==> src/rtl/skp_os_detect_if.sv <==
// Symbol bus between the elastic buffer side and deskew_fifo side of one lane.
// The slave view belongs to skp_os_detect and the master view belongs to the lane control and consumer.
interface skp_os_detect_if;
  logic [7:0] eb_data;
  logic       eb_k;
  logic       lane_clr;
  logic [7:0] w_data;
  logic       com_ahead;
  logic       SOS_ahead;
  logic [2:0] window_cnt;
  logic       sos_err;

  modport slave (
    input  eb_data, eb_k, lane_clr,
    output w_data, com_ahead, SOS_ahead, window_cnt, sos_err
  );

  modport master (
    output eb_data, eb_k, lane_clr,
    input  w_data, com_ahead, SOS_ahead, window_cnt, sos_err
  );
endinterface

==> src/rtl/skp_os_detect.sv <==
// Per-lane SKP ordered-set classifier: two-stage symbol delay with COM/SOS tags,
// SOS length checking and the saturating legal-SOS window counter that enables deskew.
module skp_os_detect #(
  parameter logic [7:0] COM_SYM = 8'hBC,
  parameter logic [7:0] SKP_SYM = 8'h1C,
  parameter int         MIN_SKP = 1,
  parameter int         MAX_SKP = 5
) (
  input  logic           clk_r_local,
  input  logic           rstn,
  skp_os_detect_if.slave bus
);

  localparam logic [2:0] MIN_RUN = 3'(MIN_SKP);
  localparam logic [2:0] MAX_RUN = 3'(MAX_SKP);
  localparam logic [2:0] WIN_SAT = 3'd4;
  localparam logic [2:0] RUN_SAT = 3'd7;

  typedef enum logic {IDLE, IN_SOS} state_e;

  logic [8:0] s1_q, s1_d;
  logic [7:0] s2_q, s2_d;
  logic       com_q, com_d;
  logic       sos_q, sos_d;
  logic       err_q, err_d;
  logic [2:0] win_q, win_d;
  logic [2:0] run_q, run_d;
  logic [2:0] run_inc;
  state_e     state_q, state_d;

  logic eb_skp, s1_com, s1_skp, s1_sos;
  logic run_legal;

  assign eb_skp    = bus.eb_k && (bus.eb_data == SKP_SYM);
  assign s1_com    = s1_q[8] && (s1_q[7:0] == COM_SYM);
  assign s1_skp    = s1_q[8] && (s1_q[7:0] == SKP_SYM);
  // SOS needs a one-symbol lookahead: COM in s1 with SKP arriving from the EB.
  assign s1_sos    = s1_com && eb_skp;
  assign run_inc   = (run_q == RUN_SAT) ? RUN_SAT : run_q + 3'd1;
  assign run_legal = (run_q >= MIN_RUN) && (run_q <= MAX_RUN);

  always_comb begin
    s1_d  = {bus.eb_k, bus.eb_data};
    s2_d  = s1_q[7:0];
    com_d = s1_com;
    sos_d = s1_sos;
  end

  // The FSM looks at s1, the symbol that lands on w_data at this edge, so a
  // window_cnt update is visible together with that symbol and any COM that follows.
  always_comb begin
    state_d = state_q;
    run_d   = run_q;
    win_d   = win_q;
    err_d   = 1'b0;
    unique case (state_q)
      IDLE: begin
        if (s1_sos) begin
          state_d = IN_SOS;
          run_d   = 3'd0;
        end
      end
      IN_SOS: begin
        if (s1_skp) begin
          if (run_inc > MAX_RUN) begin
            err_d   = 1'b1;
            win_d   = 3'd0;
            state_d = IDLE;
          end else begin
            run_d = run_inc;
          end
        end else begin
          if (run_legal) begin
            win_d = (win_q == WIN_SAT) ? WIN_SAT : win_q + 3'd1;
          end else begin
            err_d = 1'b1;
            win_d = 3'd0;
          end
          if (s1_sos) begin
            state_d = IN_SOS;
            run_d   = 3'd0;
          end else begin
            state_d = IDLE;
          end
        end
      end
      default: state_d = IDLE;
    endcase
    // Link control clear overrides any close or error decided this cycle.
    if (bus.lane_clr) begin
      state_d = IDLE;
      run_d   = 3'd0;
      win_d   = 3'd0;
      err_d   = 1'b0;
    end
  end

  always_ff @(posedge clk_r_local or negedge rstn) begin
    if (!rstn) begin
      s1_q    <= '0;
      s2_q    <= '0;
      com_q   <= 1'b0;
      sos_q   <= 1'b0;
      err_q   <= 1'b0;
      win_q   <= '0;
      run_q   <= '0;
      state_q <= IDLE;
    end else begin
      s1_q    <= s1_d;
      s2_q    <= s2_d;
      com_q   <= com_d;
      sos_q   <= sos_d;
      err_q   <= err_d;
      win_q   <= win_d;
      run_q   <= run_d;
      state_q <= state_d;
    end
  end

  assign bus.w_data     = s2_q;
  assign bus.com_ahead  = com_q;
  assign bus.SOS_ahead  = sos_q;
  assign bus.window_cnt = win_q;
  assign bus.sos_err    = err_q;

endmodule

==> src/flat_wrapper.sv <==
// flat-port wrapper written by rule: the top's interface ports become plain ports
module skp_os_detect_flat 
#(
  parameter logic [7:0] COM_SYM = 8'hBC,
  parameter logic [7:0] SKP_SYM = 8'h1C,
  parameter int         MIN_SKP = 1,
  parameter int         MAX_SKP = 5
)
  (clk_r_local, rstn, bus_eb_data, bus_eb_k, bus_lane_clr, bus_w_data, bus_com_ahead, bus_SOS_ahead, bus_window_cnt, bus_sos_err);
  skp_os_detect_if bus_i ();
  input  logic clk_r_local;
  input  logic rstn;
  input wire logic [$bits(bus_i.eb_data)-1:0] bus_eb_data;
  input wire logic [$bits(bus_i.eb_k)-1:0] bus_eb_k;
  input wire logic [$bits(bus_i.lane_clr)-1:0] bus_lane_clr;
  output wire logic [$bits(bus_i.w_data)-1:0] bus_w_data;
  output wire logic [$bits(bus_i.com_ahead)-1:0] bus_com_ahead;
  output wire logic [$bits(bus_i.SOS_ahead)-1:0] bus_SOS_ahead;
  output wire logic [$bits(bus_i.window_cnt)-1:0] bus_window_cnt;
  output wire logic [$bits(bus_i.sos_err)-1:0] bus_sos_err;
  assign bus_i.eb_data = bus_eb_data;
  assign bus_i.eb_k = bus_eb_k;
  assign bus_i.lane_clr = bus_lane_clr;
  assign bus_w_data = bus_i.w_data;
  assign bus_com_ahead = bus_i.com_ahead;
  assign bus_SOS_ahead = bus_i.SOS_ahead;
  assign bus_window_cnt = bus_i.window_cnt;
  assign bus_sos_err = bus_i.sos_err;
  skp_os_detect #(.COM_SYM(COM_SYM), .SKP_SYM(SKP_SYM), .MIN_SKP(MIN_SKP), .MAX_SKP(MAX_SKP)) u_core (.clk_r_local(clk_r_local), .rstn(rstn), .bus(bus_i));
endmodule
==> config.mk <==
export PLATFORM = sky130hd
export DESIGN_NAME = skp_os_detect_flat
export DESIGN_NICKNAME = d
export VERILOG_FILES = /design/src/rtl/skp_os_detect_if.sv /design/src/rtl/skp_os_detect.sv /design/src/flat_wrapper.sv
export SDC_FILE = /design/constraint.sdc
export NUM_CORES = 1
export LEC_CHECK = 0
export CORE_MARGIN = 5
export CORE_UTILIZATION = 42
export DETAILED_ROUTE_END_ITERATION = 8
export PLACE_DENSITY = 0.74
export REMOVE_ABC_BUFFERS = 1
export SYNTH_ARGS = -nofsm -noshare
export SYNTH_HDL_FRONTEND = slang
export SYNTH_SLANG_ARGS = --single-unit
==> constraint.sdc <==
create_clock -name clk_r_local -period 1.8 [get_ports clk_r_local]
set_clock_uncertainty 0.15 [all_clocks]
set_input_delay 0.45 -clock clk_r_local [delete_from_list [all_inputs] [get_ports clk_r_local]]
set_output_delay 0.45 -clock clk_r_local [all_outputs]
set_load 0.01 [all_outputs]
==> run_results.csv, run 1 <==
group,metric,value,unit
synthesis,synth.distinct_cells,25,
setup_path,timing.critical_path.required,1.86,ns
setup_path,critical-path-slowest-cell,"or4_4",
synthesis,mappedNetlistArea,1060,µm²
detailed_routing,avgRoutedWirePerCell,13.7,µm
pwr,power.clock.fraction,0.265,
pwr,power.switching_fraction,0.219,
cts,cts_max_path_buffers,2,
pwr,leakage,0.808,nW
synthesis,ys_seq_elements,27,
sta,upper_clock_frequency_limit,553,MHz
synthesis,synth_largest_type_area_fraction,0.638,
setup_path,setup.worst_path.class,"in -> reg",
detailed_routing,drt_first_pass_iters,4,
synthesis,synth-seq-area-share,0.638,
setup_path,cp-start-kind,"input port",
cts,clk_pin_slew,0.14,ns
die,die_area,3620,µm²
final_layout,filler_cell_count,178,
pwr,seq_power_share,0.662,
detailed_routing,vias,826,
flow_run,number_of_max_cap_violations,0,
synthesis,yosys-top-cells-area,"dfrtp_1 (64%), ha_1 (5.9%), inv_1 (3.2%)",
sta,grt_setup_unrepaired,"true",
cts,clk_latency,0.31,ns
run_status,violations_in_the_final_reports,"negative setup slack",
placement,io_buffer_count,25,
die,ports_placed_on_the_boundary,26,
sta,worst_slew_pin_slew,0.327,ns
cts,post_cts_hold_buffer_count,0,
detailed_routing,drt_wl_total,2240,µm
min_path,min-delay-path-class,"in -> reg",
detailed_routing,detailedRoute.firstIterationViolations,15,
placement,dp_worst_setup_slack,-0.564,ns
final_layout,drive_above_1_share,0.286,
global_routing,grt_util_all_layers,0.133,
global_routing,grt_remaining_overflow,0,
detailed_routing,post-route-drc-count,0,
setup_path,worstSetupEndpointType,"flip-flop",
final_layout,finalInstanceArea,1580,µm²
setup_path,ff2ff_setup_slack,0.01,ns
synthesis,synth_top_area_cell,"dfrtp_1",
pwr,power_density,607,nW/µm²
final_layout,fin_nets,151,
sta,fin_tns_setup,-0.00943,ns
setup_path,critical_path.max_stage_delay,0.59,ns
sta,max_slew_margin,0.782,
setup_path,timing.critical_path.cells,"clkdlybuf4s50_1 > nand3b_1 > or4_4 > a22oi_2 > nor2_1",
sta,hold-worst-slack,0.107,ns
global_routing,maximum_number_of_pins_on_one_net_before_global_route_repair,28,
synthesis,ys.warnings.count,0,
detailed_routing,drt-vias-per-instance,5.07,
pwr,cell_internal_pwr,747,µW
cts,cts_inserted_buffers,3,
pwr,combinational_share_of_power,0.073,
sta,post-route-worst-setup-slack,-0.00943,ns
sta,final_min_period_over_clock_period,1.01,
setup_path,arrival,1.87,ns
cts,h-tree-depth,1,
die,height_of_the_chip,60.2,µm
die,coreArea,2450,µm²
pwr,power.ir.vdd_worst,638,µV
placement,post_detailed_placement_half_perimeter_wirelength,1560,µm
placement,dpl_cell_area,1400,µm²
cts,cts_tree,"done",
detailed_routing,ant_nets,0,
die,core.rowCount,18,
placement,gpl.final_weighted_congestion,0.838,
die,initial_utilization,0.431,
synthesis,postSynthAreaPerCell,11.9,µm²
global_routing,first_global_vias,825,
final_layout,area_delta_synth_final,48.8,%
pwr,switching_power,210,µW
final_layout,n_antenna_cell,0,
sta,hold_viol_final,0,
sta,drv_slew,0,
cts,cts_root_buf,"clkbuf_4",
global_routing,antenna_found_initial,0,
run_status,outcome,"finished with violations",
cts,cts.sinks,27,
synthesis,number_of_cells_produced_by_synthesis,89,
pwr,power,957,µW
global_routing,grt_pass1_wl,3570,µm
sta,final_period_minus_worst_setup_slack,1.81,ns
setup_path,critical_path.max_fanout,5,
die,chipWidth,60.2,µm
sta,setup_viol,1,
## power by group through the flow
stage | clock [mW] | sequential, mW | combinational (mW)
detailed placement | 0 | 0.646 | 0.0773
global route | 0.288 | 0.637 | 0.0764
floorplan | 0 | 0.648 | 0.00824
finish | 0.254 | 0.633 | 0.0699
CTS | 0.262 | 0.634 | 0.0713
global placement | 0 | 0.645 | 0.0765
## stage by stage
| step | utilization | instances |
|---|---|---|
| final | 0.642 | 163 |
| after global routing | 0.642 | 163 |
| after CTS | 0.602 | 159 |
| after detailed placement | 0.570 | 151 |
| after global placement | 0.570 | 151 |
| after floorplan | - | 89 |
## cells by family (layout without fill, tap and decap cells)
| group | Yosys count | in the layout | synth area share |
|---|---|---|---|
| compound gates | 15 | 15 | 0.0875 |
| simple gates | 30 | 30 | 0.156 |
| fa+ha+maj | 5 | 5 | 0.0591 |
| mux | 2 | 2 | 0.0189 |
| xor+xnor | 1 | 1 | 0.00828 |
| buf+inv | 9 | 53 | 0.0319 |
| flops | 27 | 27 | 0.638 |
## repair_timing
item | in CTS | in global routing
pin swaps | 8 | 11
gates resized for setup | 25 | 25
endpoints found under the setup margin | 18 | 11
setup buffers | 4 | 4
## cell type report
| class | count | area [µm²] | area share |
|---|---|---|---|
| Clock inverter | 1 | 7.51 | 0.00477 |
| Timing Repair Buffer | 40 | 360 | 0.229 |
| Inverter | 9 | 33.8 | 0.0214 |
| Tap cell | 30 | 37.5 | 0.0238 |
| Clock buffer | 3 | 22.5 | 0.0143 |
| Multi-Input combinational cell | 53 | 438 | 0.278 |
| Sequential cell | 27 | 676 | 0.429 |
## worst max-delay path: cells and delay by family
family | cells | cell delay [ns]
AO/OA/AOI/OAI | 1 | 0.21
buffers and inverters | 1 | 0.48
AND/OR/NAND/NOR | 3 | 0.74
## sequential cells by signal, indices dropped and copies added, names as in the netlist
| register | cells |
|---|---|
| u_core.bus.sos_err | 1 |
| u_core.bus.w_data | 8 |
| u_core.state_q | 1 |
| u_core.run_q | 3 |
| u_core.bus.window_cnt | 3 |
| u_core.s1_q | 9 |
| u_core.bus.SOS_ahead | 1 |
| u_core.bus.com_ahead | 1 |
## path summary, 6_finish.rpt
check	start	end	depth (start not counted)
hold / removal	bus_eb_data[1]	u_core.s1_q[1]$_DFF_PN0_	1
hold reg to reg	u_core.s1_q[0]$_DFF_PN0_	u_core.bus.w_data[0]$_DFF_PN0_	0
min in group asynchronous	rstn	u_core.run_q[0]$_DFFE_PN0P_	2
setup reg to reg	u_core.s1_q[1]$_DFF_PN0_	u_core.run_q[2]$_DFFE_PN0P_	5
setup / recovery	bus_eb_k	u_core.run_q[2]$_DFFE_PN0P_	5
max in group asynchronous	rstn	u_core.s1_q[0]$_DFF_PN0_	2
## cell usage after synthesis (all sizes together)
library cell and n:
a21boi 1, a21oi 4, a22oi 1, a31o 1, a31oi 1, and2 1
and3b 1, and4bb 1, dfrtp 27, ha 5, inv 9, mux2i 2
nand2 7, nand3 3, nand3b 2, nand4 3, nor2 7, nor2b 1
nor3 2, nor4b 1, o211a 1, o21a 1, o21ai 5, or4 1
xnor2 1
## routing by layer
| metal | share of wire | global-route usage |
|---|---|---|
| met5 | 0 | 0 |
| met4 | 0.0085 | 0.0475 |
| met3 | 0.037 | 0.0281 |
| met2 | 0.55 | 0.228 |
| met1 | 0.41 | 0.164 |
## cells in the final DEF, fill, tap and decap left out, types with 2 or more instances in the layout
cell type	Yosys	layout
o21ai_2	0	3
inv_2	0	2
buf_6	0	2
nand3b_1	2	2
nand2_1	7	6
clkdlybuf4s50_1	0	6
a21oi_1	4	3
clkbuf_4	0	3
dfrtp_1	27	27
inv_1	9	7
dlygate4sd2_1	0	12
ha_4	0	2
nand3_1	3	2
dlymetal6s2s_1	0	4
nand4_1	3	3
buf_4	0	13
nor2_1	7	6
nor3_1	2	2
clkdlybuf4s15_1	0	2
ha_1	5	3
Note: power is estimated with default switching activity, not from simulation.
==> inputs of run 2 (changes only) <==
CORE_ASPECT_RATIO = 0.8   (was not set)
==> run 2 against run 1 <==
Against the previous run:
- the flow still finishes with violations (negative setup slack)
- register-to-register slack got worse by 0.02 ns
- wire length increased by 3.3%
- clock-buffer cell count unchanged
- clock power increased by 13%
- sequential power about the same
- setup slack improved by 0.0028 ns
- sequential cell count unchanged
- utilization increased by 0.50 points
- critical endpoint unchanged
- largest power group unchanged
==> run_results.csv, run 2 (synthesis gave the netlist of run 1 again) <==
group,metric,value,unit
run_status,outcome,"finished with violations",
run_status,violations_in_the_final_reports,"negative setup slack",
detailed_routing,drt_wl_total,2310,µm
cts,h-tree-depth,1,
min_path,min-delay-path-class,"in -> reg",
placement,dp_worst_setup_slack,-0.567,ns
die,ports_placed_on_the_boundary,26,
detailed_routing,drt-vias-per-instance,4.94,
placement,dpl_cell_area,1410,µm²
sta,upper_clock_frequency_limit,554,MHz
final_layout,area_delta_synth_final,48.0,%
die,initial_utilization,0.437,
final_layout,finalInstanceArea,1570,µm²
pwr,power.ir.vdd_worst,446,µV
detailed_routing,avgRoutedWirePerCell,13.6,µm
placement,gpl.final_weighted_congestion,0.907,
pwr,power_density,633,nW/µm²
sta,max_slew_margin,0.781,
final_layout,drive_above_1_share,0.269,
cts,clk_latency,0.34,ns
global_routing,first_global_vias,826,
sta,final_period_minus_worst_setup_slack,1.81,ns
setup_path,timing.critical_path.required,1.91,ns
pwr,seq_power_share,0.638,
sta,final_min_period_over_clock_period,1.00,
sta,drv_slew,0,
setup_path,arrival,1.92,ns
pwr,switching_power,237,µW
global_routing,maximum_number_of_pins_on_one_net_before_global_route_repair,28,
final_layout,mostFrequentLayoutCell,"dfrtp_1",
pwr,power.switching_fraction,0.240,
pwr,cell_internal_pwr,754,µW
sta,setup_viol,1,
global_routing,antenna_found_initial,0,
final_layout,fin_nets,152,
final_layout,final_cell_mix,"dfrtp_1 (27), dlygate4sd2_1 (18), buf_4 (14)",
pwr,leakage,0.778,nW
setup_path,setup.worst_path.class,"reg -> reg",
cts,cts_tree,"done",
detailed_routing,ant_nets,0,
global_routing,grt_util_all_layers,0.132,
detailed_routing,detailedRoute.firstIterationViolations,24,
final_layout,top_register,"u_core.s1_q",
placement,io_buffer_count,25,
cts,cts_root_buf,"clkbuf_4",
detailed_routing,vias,839,
die,height_of_the_chip,54.9,µm
cts,cts_inserted_buffers,3,
placement,post_detailed_placement_half_perimeter_wirelength,1570,µm
pwr,combinational_share_of_power,0.072,
setup_path,cp-start-kind,"flip-flop",
die,die_area,3630,µm²
cts,clk_pin_slew,0.16,ns
die,coreArea,2420,µm²
setup_path,critical_path.max_fanout,5,
sta,worst_slew_pin_slew,0.328,ns
die,core.rowCount,16,
sta,grt_setup_unrepaired,"true",
final_layout,fin_util,0.647,
pwr,power.clock.fraction,0.290,
final_layout,largest_reg_flops,9,
setup_path,worstSetupEndpointType,"flip-flop",
global_routing,grt_pass1_wl,3490,µm
detailed_routing,post-route-drc-count,0,
cts,cts_max_path_buffers,2,
global_routing,grt_remaining_overflow,0,
sta,post-route-worst-setup-slack,-0.00664,ns
cts,cts.sinks,27,
die,chipWidth,66.1,µm
setup_path,ff2ff_setup_slack,-0.007,ns
flow_run,number_of_max_cap_violations,0,
sta,hold_viol_final,0,
final_layout,n_antenna_cell,0,
detailed_routing,drt_first_pass_iters,5,
==> run 2: critical path, stage by stage, from the launching register on <==
cell	delay [ns]
dfrtp_1	0.40
and4bb_1	0.30
nand2_1	0.07
or4_4	0.58
a22oi_2	0.17
nor2_1	0.05
==> run 2: what timing repair did <==
action | in CTS | in global routing
hold buffers | 0 | 0
endpoints found under the setup margin | 21 | 8
hold endpoints to repair | 0 | 0
pin swaps | 5 | 4
gates cloned | 0 | 0
gates resized for setup | 26 | 14
setup buffers | 3 | 5
==> run 2: power by group through the flow <==
stage | logic, mW | registers [mW] | clock network (mW)
6_report | 0.0716 | 0.632 | 0.288
5_1_grt | 0.0788 | 0.635 | 0.318
4_1_cts | 0.0734 | 0.632 | 0.290
3_5_place_dp | 0.0796 | 0.644 | 0
3_3_place_gp | 0.0779 | 0.644 | 0
2_1_floorplan | 0.00824 | 0.648 | 0
==> run 2: final timing paths <==
| kind | startpoint | to | cells after the start |
|---|---|---|---|
| min in group asynchronous | rstn | u_core.bus.window_cnt[0]$_DFFE_PN0P_ | 2 |
| min reg2reg | u_core.s1_q[3]$_DFF_PN0_ | u_core.bus.w_data[3]$_DFF_PN0_ | 0 |
| min | bus_eb_data[4] | u_core.s1_q[4]$_DFF_PN0_ | 1 |
| max | u_core.s1_q[0]$_DFF_PN0_ | u_core.run_q[2]$_DFFE_PN0P_ | 5 |
| max in group asynchronous | rstn | u_core.bus.w_data[0]$_DFF_PN0_ | 2 |
| max reg2reg | u_core.s1_q[0]$_DFF_PN0_ | u_core.run_q[2]$_DFFE_PN0P_ | 5 |
==> run 2: routing by layer <==
layer,global-route usage,wire length (µm),share of wire
met1,0.142,887,0.38
met2,0.241,1230,0.53
met3,0.0465,153,0.066
met4,0.0574,41,0.018
met5,0,0,0
==> run 2: layout make-up <==
class | count | area (µm²)
Fill cell | 195 | 856
Sequential cell | 27 | 676
Multi-Input combinational cell | 53 | 425
Timing Repair Buffer | 41 | 355
Tap cell | 36 | 45.0
Inverter | 9 | 33.8
Clock buffer | 3 | 22.5
Clock inverter | 1 | 8.76
==> run 2: per-stage QoR <==
step	hold WS, ns	setup TNS [ns]	cells	total power, mW
CTS	0.215	-0.0215	165	0.996
floorplan	0.00441	-0.532	89	0.657
global route	0.223	-0.204	170	1.03
finish	0.218	-0.00664	170	0.991
detailed placement	0.206	-2.48	158	0.724
global placement	0.204	-2.07	158	0.722
